## src/rtl/imem_loader_pkg.sv

```systemverilog
// rtl/imem_loader_pkg.sv - shared state encoding and constants for the instruction memory loader
package imem_loader_pkg;

  localparam int HEADER_LEN_WIDTH = 16;

  typedef enum logic [2:0] {
    S_IDLE,
    S_LEN_LO,
    S_LEN_HI,
    S_DATA,
    S_WRITE,
    S_DONE,
    S_ERROR
  } state_t;

  typedef enum logic [1:0] {
    LANE0,
    LANE1,
    LANE2,
    LANE3
  } lane_t;

endpackage

```

## src/rtl/imem_loader_word_packer.sv

```systemverilog
// rtl/imem_loader_word_packer.sv - 8->32 little-endian lane register with byte counter
module word_packer
  import imem_loader_pkg::*;
(
  input  logic        clock,
  input  logic        reset,
  input  logic        clear,
  input  logic        byte_valid,
  input  logic [7:0]  byte_data,
  output logic [31:0] word,
  output logic [1:0]  byte_idx,
  output logic        word_full
);

  // word_full is high for the cycle after the fourth lane is filled
  always_ff @(posedge clock) begin
    if (reset || clear) begin
      word      <= '0;
      byte_idx  <= LANE0;
      word_full <= 1'b0;
    end else begin
      word_full <= byte_valid && (byte_idx == LANE3);
      if (byte_valid) begin
        word[8*byte_idx +: 8] <= byte_data;
        byte_idx              <= byte_idx + 2'd1;
      end
    end
  end

endmodule

```

## src/rtl/imem_loader.sv

```systemverilog
// rtl/imem_loader.sv - boot-time byte-stream writer for instruction memory, holds the core in reset
module imem_loader
  import imem_loader_pkg::*;
#(
  parameter int DEPTH     = 1024,
  parameter int LEN_WIDTH = HEADER_LEN_WIDTH
) (
  input  logic        clock,
  input  logic        reset,
  input  logic        start,
  input  logic        in_valid,
  input  logic [7:0]  in_data,
  output logic        in_ready,
  output logic        imem_write_enable,
  output logic [31:0] imem_write_address,
  output logic [31:0] imem_write_data,
  output logic        cpu_reset,
  output logic        busy,
  output logic        done,
  output logic        error
);

  localparam int IDX_WIDTH = (DEPTH > 1) ? $clog2(DEPTH) : 1;

  state_t                 state;
  state_t                 state_next;
  logic [LEN_WIDTH-1:0]   len;
  logic [IDX_WIDTH-1:0]   word_idx;
  logic                   accepting;
  logic                   hs;
  logic [15:0]            hdr_len;
  logic                   hdr_ok;
  logic                   last_word;
  logic [31:0]            packed_word;
  logic [1:0]             byte_idx;
  logic                   word_full;
  logic                   pack_valid;
  logic                   pack_clear;

  assign accepting = (state == S_LEN_LO) || (state == S_LEN_HI) || (state == S_DATA);
  assign in_ready  = accepting;
  assign hs        = in_valid && accepting;

  // Full header as it will look once the high byte lands this cycle
  assign hdr_len   = {in_data, len[7:0]};
  assign hdr_ok    = (hdr_len != 16'd0) && (int'(hdr_len) <= DEPTH);
  assign last_word = (int'(word_idx) == int'(len) - 1);

  assign pack_valid = hs && (state == S_DATA);
  assign pack_clear = hs && (state == S_LEN_HI) && hdr_ok;

  word_packer u_word_packer (
    .clock      (clock),
    .reset      (reset),
    .clear      (pack_clear),
    .byte_valid (pack_valid),
    .byte_data  (in_data),
    .word       (packed_word),
    .byte_idx   (byte_idx),
    .word_full  (word_full)
  );

  // word_idx only advances at the end of WRITE, so it is stable for the whole write cycle
  assign imem_write_address = {{(32-IDX_WIDTH-2){1'b0}}, word_idx, 2'b00};
  assign imem_write_data    = packed_word;

  always_ff @(posedge clock) begin
    if (reset) begin
      state <= S_IDLE;
    end else begin
      state <= state_next;
    end
  end

  always_comb begin
    state_next        = state;
    busy              = 1'b0;
    cpu_reset         = 1'b1;
    done              = 1'b0;
    error             = 1'b0;
    imem_write_enable = 1'b0;
    case (state)
      S_IDLE: begin
        if (start) state_next = S_LEN_LO;
      end
      S_LEN_LO: begin
        busy = 1'b1;
        if (hs) state_next = S_LEN_HI;
      end
      S_LEN_HI: begin
        busy = 1'b1;
        if (hs) state_next = hdr_ok ? S_DATA : S_ERROR;
      end
      S_DATA: begin
        busy = 1'b1;
        if (hs && (byte_idx == LANE3)) state_next = S_WRITE;
      end
      S_WRITE: begin
        busy              = 1'b1;
        imem_write_enable = word_full;
        state_next        = last_word ? S_DONE : S_DATA;
      end
      S_DONE: begin
        done      = 1'b1;
        cpu_reset = 1'b0;
        if (start) state_next = S_LEN_LO;
      end
      S_ERROR: begin
        error = 1'b1;
        if (start) state_next = S_LEN_LO;
      end
      default: state_next = S_IDLE;
    endcase
  end

  always_ff @(posedge clock) begin
    if (reset) begin
      len      <= '0;
      word_idx <= '0;
    end else begin
      if (hs && (state == S_LEN_LO)) begin
        len[7:0] <= in_data;
      end
      if (hs && (state == S_LEN_HI)) begin
        len      <= LEN_WIDTH'(hdr_len);
        word_idx <= '0;
      end
      if ((state == S_WRITE) && !last_word) begin
        word_idx <= word_idx + IDX_WIDTH'(1);
      end
    end
  end

endmodule
```

## config.mk

```make
export PLATFORM = sky130hd
export DESIGN_NAME = imem_loader
export DESIGN_NICKNAME = d
export VERILOG_FILES = /design/src/rtl/imem_loader_pkg.sv /design/src/rtl/imem_loader_word_packer.sv /design/src/rtl/imem_loader.sv
export SDC_FILE = /design/constraint.sdc
export NUM_CORES = 1
export LEC_CHECK = 0
export BUFFER_PORTS_ARGS = -buffer_cell sky130_fd_sc_hd__buf_4
export CORE_MARGIN = 2
export CORE_UTILIZATION = 37
export CTS_CLUSTER_SIZE = 20
export DETAILED_ROUTE_END_ITERATION = 10
export PLACE_DENSITY = 0.62
export SLEW_MARGIN = 0
export SYNTH_ARGS = -nofsm -noshare
export SYNTH_HDL_FRONTEND = slang
export SYNTH_HIERARCHICAL = 1
export SYNTH_SLANG_ARGS = --single-unit
```

## constraint.sdc

```tcl
create_clock -name clock -period 5.8 [get_ports clock]
set_input_delay 0.87 -clock clock [delete_from_list [all_inputs] [get_ports clock]]
set_output_delay 0.87 -clock clock [all_outputs]
set_load 0.01 [all_outputs]
```

After elaboration in Yosys (flattened, before gate mapping)
Index checks and enable logic that the tools add are counted.
{ "totals": {"reg_bits": 64, "latchBits": 0, "in_bits": 12, "elab_cells": 62, "out_inout_bits": 70, "mem_count": 0, "rom_bits": 0, "ramBits": 0} }
{ "classes": {"n_shift": 2, "addsub": 4, "n_div": 0, "mul": 0, "eq_ne": 12, "order_cmp": 1, "n_reduce_logical": 20, "n_mux": 15, "bitwise": 1} }
{ "op_table": {"columns": ["operator", "count"], "rows": [
  ["$neg 5->34", 1],
  ["$shift 8x34->32 const A", 1],
  ["$shiftx 8x34->32", 1],
  ["$bwmux 32", 1],
  ["$mux 10", 2],
  ["$mux 3", 6],
  ["$eq 11x17->1", 1],
  ["$sub 16x1->17 const B", 1],
  ["$le 16x11->1 const B", 1],
  ["$reduce_bool 16->1", 1],
  ["$pmux 3 s5", 1],
  ["$add 10x1->10 const B", 1],
  ["$eq 3x3->1 const B", 3],
  ["$logic_and 1x1->1", 9],
  ["$eq 3x2->1 const B", 2],
  ["$mux 1", 5],
  ["$ne 2x1->1 const B", 2],
  ["$ne 2x2->1 const B", 2],
  ["$reduce_and 4->1", 1],
  ["$reduce_or 4->1", 1],
  ["$eq 3x1->1 const B", 1],
  ["$logic_not 3->1", 1],
  ["$logic_or 1x1->1", 3],
  ["$reduce_or 3->1", 1],
  ["6 further kinds", 6]
]} }

Longest topological paths before layout
{ "depth": {"word_depth": 7, "depth_mapped": 12, "ltp_nobuf": 10} }

Cells and area by module
The synthesis kept the hierarchy.
{ "by_module_without_submodules": {"columns": ["mod", "cells_per_inst", "seq_area_each_um2", "instances", "area_each_um2"], "rows": [
  ["imem_loader", 268, 580.6, 1, 2015.7],
  ["word_packer", 151, 700.7, 1, 1420.1]
]} }

Worst setup path before layout
OpenSTA, ideal clock, no wires.
{ "synth_timing": {"path_kind": "register to register", "startpoint": "reg len[0]", "endpoint": "reg word_idx[4]", "stages_incl_launch_ff": 12, "setup_time_ns": 0.122, "t_required_ns": 5.678, "path_slack_ns": 2.852, "period_less_slack_ns": 2.948, "t_arrival_ns": 2.826, "n_path_buf": 2, "path_cell_list": "dfxtp_1 inv_1 ha_1 or4b_4 buf_6 nor4_1 xor2_1 or4_1 nor4_2 buf_4 nor3_4 a221o_1"} }
{ "synth_via": {"elab_chain_cells": 5, "word_cells_on_any_way": 6, "classes_between": "add/sub: 1; eq/ne: 1; mux: 1; reduce/logical: 3"} }
{ "synth_lines": {"columns": ["item", "line_no", "text"], "rows": [
  ["start: declaration", "imem_loader.sv:27", "logic [LEN_WIDTH-1:0] len;"],
  ["start signal: assignment", "imem_loader.sv:122", "len[7:0] <= in_data;"],
  ["start signal: assignment", "imem_loader.sv:125", "len <= LEN_WIDTH'(hdr_len);"],
  ["$sub 16x1->17 (*)", "imem_loader.sv:47", "assign last_word = (int'(word_idx) == int'(len) - 1);"],
  ["$eq 11x17->1 (*)", "imem_loader.sv:47", null],
  ["$logic_not 1->1 (*)", "imem_loader.sv:128", "if ((state == S_WRITE) && !last_word) begin"],
  ["$logic_and 1x1->1 (*)", "imem_loader.sv:128", null],
  ["$mux 10 or $reduce_bool 2->1 (tied branches)", null, null],
  ["end signal: assignment", "imem_loader.sv:129", "word_idx <= word_idx + IDX_WIDTH'(1);"],
  ["end: declaration", "imem_loader.sv:28", "logic [IDX_WIDTH-1:0] word_idx;"]
]} }
Mark *: on every way between the ends. The rest lies on a longest branch, timed or not.
A chain may end at the register's enable or synchronous reset.

Worst setup path in the final report
{ "layout_timing": {"startpoint": "reg len[0]", "endpoint": "reg word_idx[0]"} }
The elaborated chain is that of the path after synthesis.

==> qor.txt <==
Status = finished, final reports clean
Grt total ovfl = 0
Post-Syn Area per Cell = 8.20 um2
Clock slew at reported path FFs = 0.07 ns
Vias per inst = 5.37
Part of the power in combinational logic = 26.9%
Clock tree from TritonCTS = done
Hold Fails Final Rpt = 0
Final min period = 3.59 ns
Pre-CTS WS = 2.26 ns
P&R area growth vs syn = 14.7%
Final period util = 61.9%
DIE AREA = 0.0101 mm2
Compound-Gate Fraction of Synth Area = 16.9%
DRC = 0
Initial Util = 37.7%
Number of global-route vias before repair = 2885
Clock sinks = 64
Post-synthesis mux area share = 0.910%
Post-CTS setup buffers = 0
Dpl hpwl = 6050 um
Final setup TNS = 0 ns
Hold depth = 2
Synth Cell Area = 0.00344 mm2
Power Density = 291 mW/mm2
Max Clk Rate = 278 MHz
Simple-gate share of the synthesized area = 27.1%
Vias = 3081
Sequential cell area = 0.00128 mm2
Seq/Total Area, Yosys = 37.3%
Inserted Diodes = 0
Area of the multi-input gates = 0.00187 mm2
Total track usage = 17.7%
Yosys reg bits = 64
Synth Area in Adders = 2.55%
Initial DRC count = 167
Internal power = 0.000754 W
Cells after synthesis = 419
I/O pin count = 82
Leak pwr = 1.53 nW
Xor-xnor portion of the synthesized cell area = 4.59%
Wire length per cell = 15.1 um
Hold WC Path Type = register to register
Post-synth EDFFs = 0
Post-cts hold buffer count = 0
H-tree Lvls = 3
Crit end category = register
Clock power share = 29.5%
Die H = 100 um
Crit start category = register
PortBufs = 59
Netlist cell types = 62
Worst-Skew Late Latency = 0.34 ns
R2r setup slk = 2.21 ns
Layout cell share with drive strength beyond 1 = 17.7%
Slew headroom = 29.8%
Nets = 478
ANT nets after route = 0
Die Width = 100 um
Commonest cells after routing, fill and taps aside = nand2_1 (71), dfxtp_1 (64), buf_4 (59)
Top_reg_cell synth = dfxtp_1
Number of setup violations in the final report = 0
Worst R2R Path Depth = 9
RSZ-0062 raised after global routing = no
Worst VDD drop = 0.129 mV
Core Area = 0.00911 mm2
Final slew viol count = 0
Async S/R FF share, synth = 0%
Worst setup margin = 2.21 ns
Final RePlAce weighted congestion = 0.863
First-pass GRT wire length = 14300 um
Max-Cap Viols = 0
Required time of the critical path = 6.09 ns
Ys Warns = 6
Layout Skew = 0.0113 ns
Final core utilization = 43.3%
Switch share = 34.3%
Net switching power = 0.000394 W
Crit path DAT = 3.88 ns
Row cnt = 35
Worst-path maximum fanout = 11
Root Buffer = clkbuf_8
Sequential share of power = 43.5%
TritonRoute pass-1 iters = 4
Initial antenna violation count = 0
Final wirelength = 8650 um
CP Class = register to register
Resize count post-CTS = 0
Slew @ Worst Pin = 1.04 ns
Commonest non-fill, non-tap cell in the layout = nand2_1
Main combinational cell family by area after synthesis = simple AND/OR/NAND/NOR gates
Fill count = 930
Largest net degree at the start of global routing = 31
Clock Path Buffers = 2
Total CTS buffers = 9
## power by group through the flow
stage / sequential, W / clock (W) / combinational [W]
2_1_floorplan: 0.000489 / 0 / 0.000271
3_3_place_gp: 0.000509 / 0 / 0.000304
3_5_place_dp: 0.000509 / 0 / 0.000307
4_1_cts: 0.000499 / 0.000352 / 0.000309
5_1_grt: 0.000505 / 0.000370 / 0.000346
6_report: 0.000500 / 0.000339 / 0.000309
## cell usage after synthesis, types with 2 or more instances
master     n  area, um2
a31oi_1    4       25.0
a32o_1     9       90.1
and3b_1    2       17.5
nand3_1   10       50.1
a211oi_1   3       22.5
buf_2      3       15.0
a22o_1     3       26.3
ha_1       7       87.6
xor2_1     6       52.6
nand2b_1   4       25.0
or2_1      2       12.5
and2_1     3       18.8
nor3_1     8       40.0
nand2_1   71        267
clkbuf_1  16       60.1
or3_1      3       18.8
nand4b_1   8       70.1
buf_6      6       67.6
dfxtp_1   64       1280
a221o_1    5       50.1
inv_1      7       26.3
o21ai_0    2       10.0
nor2_1    24       90.1
xnor2_1   12        105
and3_1     3       18.8
a32oi_1    2       17.5
buf_4     23        173
nand4_1   15       93.8
nor4_1     7       43.8
buf_1      2       7.51
a21oi_1   46        230
nor3b_1    2       15.0
nor2b_1    7       43.8
mux2i_1    2       20.0
## layer usage
layer  routed length, um  vias up  global-route usage [%]
li1                    -     1527                       -
met1                3990     1454                    22.8
met2                4070       92                    28.9
met3                 476        8                    5.01
met4                 119        0                    5.48
met5                   0        -                       0
## kinds of logic after synthesis
kind of cell               after synthesis
AOI/OAI and AO/OA                       87
xor gates and xnor gates                18
adders and majority gates                7
buffers and inverters                   60
DFF                                     64
muxes                                    3
other                                    1
and+or+nand+nor                        179
## flip-flops by register name (all words and copies together) (netlist names)
name / flops
len: 16
u_word_packer/byte_idx: 2
word_idx: 10
u_word_packer/word_full: 1
u_word_packer/word: 32
state: 3
## final timing paths
path / from / to
hold reg to reg: u_word_packer/word[6]$_SDFFE_PP0P_ / u_word_packer/word[6]$_SDFFE_PP0P_
setup / recovery: len[0]$_SDFFE_PP0P_ / word_idx[0]$_SDFFE_PP0P_
setup reg to reg: len[0]$_SDFFE_PP0P_ / word_idx[0]$_SDFFE_PP0P_
hold / removal: u_word_packer/word[6]$_SDFFE_PP0P_ / u_word_packer/word[6]$_SDFFE_PP0P_
## metrics by stage
stage	power (W)	area [um2]	hold slack (ns)	instances
floorplan	0.000760	3510	0.436	440
global placement	0.000813	3770	0.443	559
detailed placement	0.000816	3770	0.447	559
CTS	0.00116	3940	0.458	574
global route	0.00122	3940	0.482	574
finish	0.00115	3940	0.456	574
## layout make-up
cell class | count | area share, %
well taps | 111 | 3.52
inverters | 9 | 0.857
flip-flops and latches | 64 | 32.5
clock inverters | 4 | 0.794
multi-input cells | 316 | 47.5
repair buffers | 59 | 11.2
clock buffers | 11 | 3.59
## worst max-delay path, cell delays in order, from the launching register on
cell and delay [ns]:
dfxtp_1 0.35, inv_1 0.07, ha_1 0.23, or4b_4 0.54
nor4_1 0.24, xor2_1 0.10, or4_1 0.49, nor4_2 0.92
o211a_1 0.40, mux2_2 0.20
No activity file was read; power rests on OpenSTA's default activity.
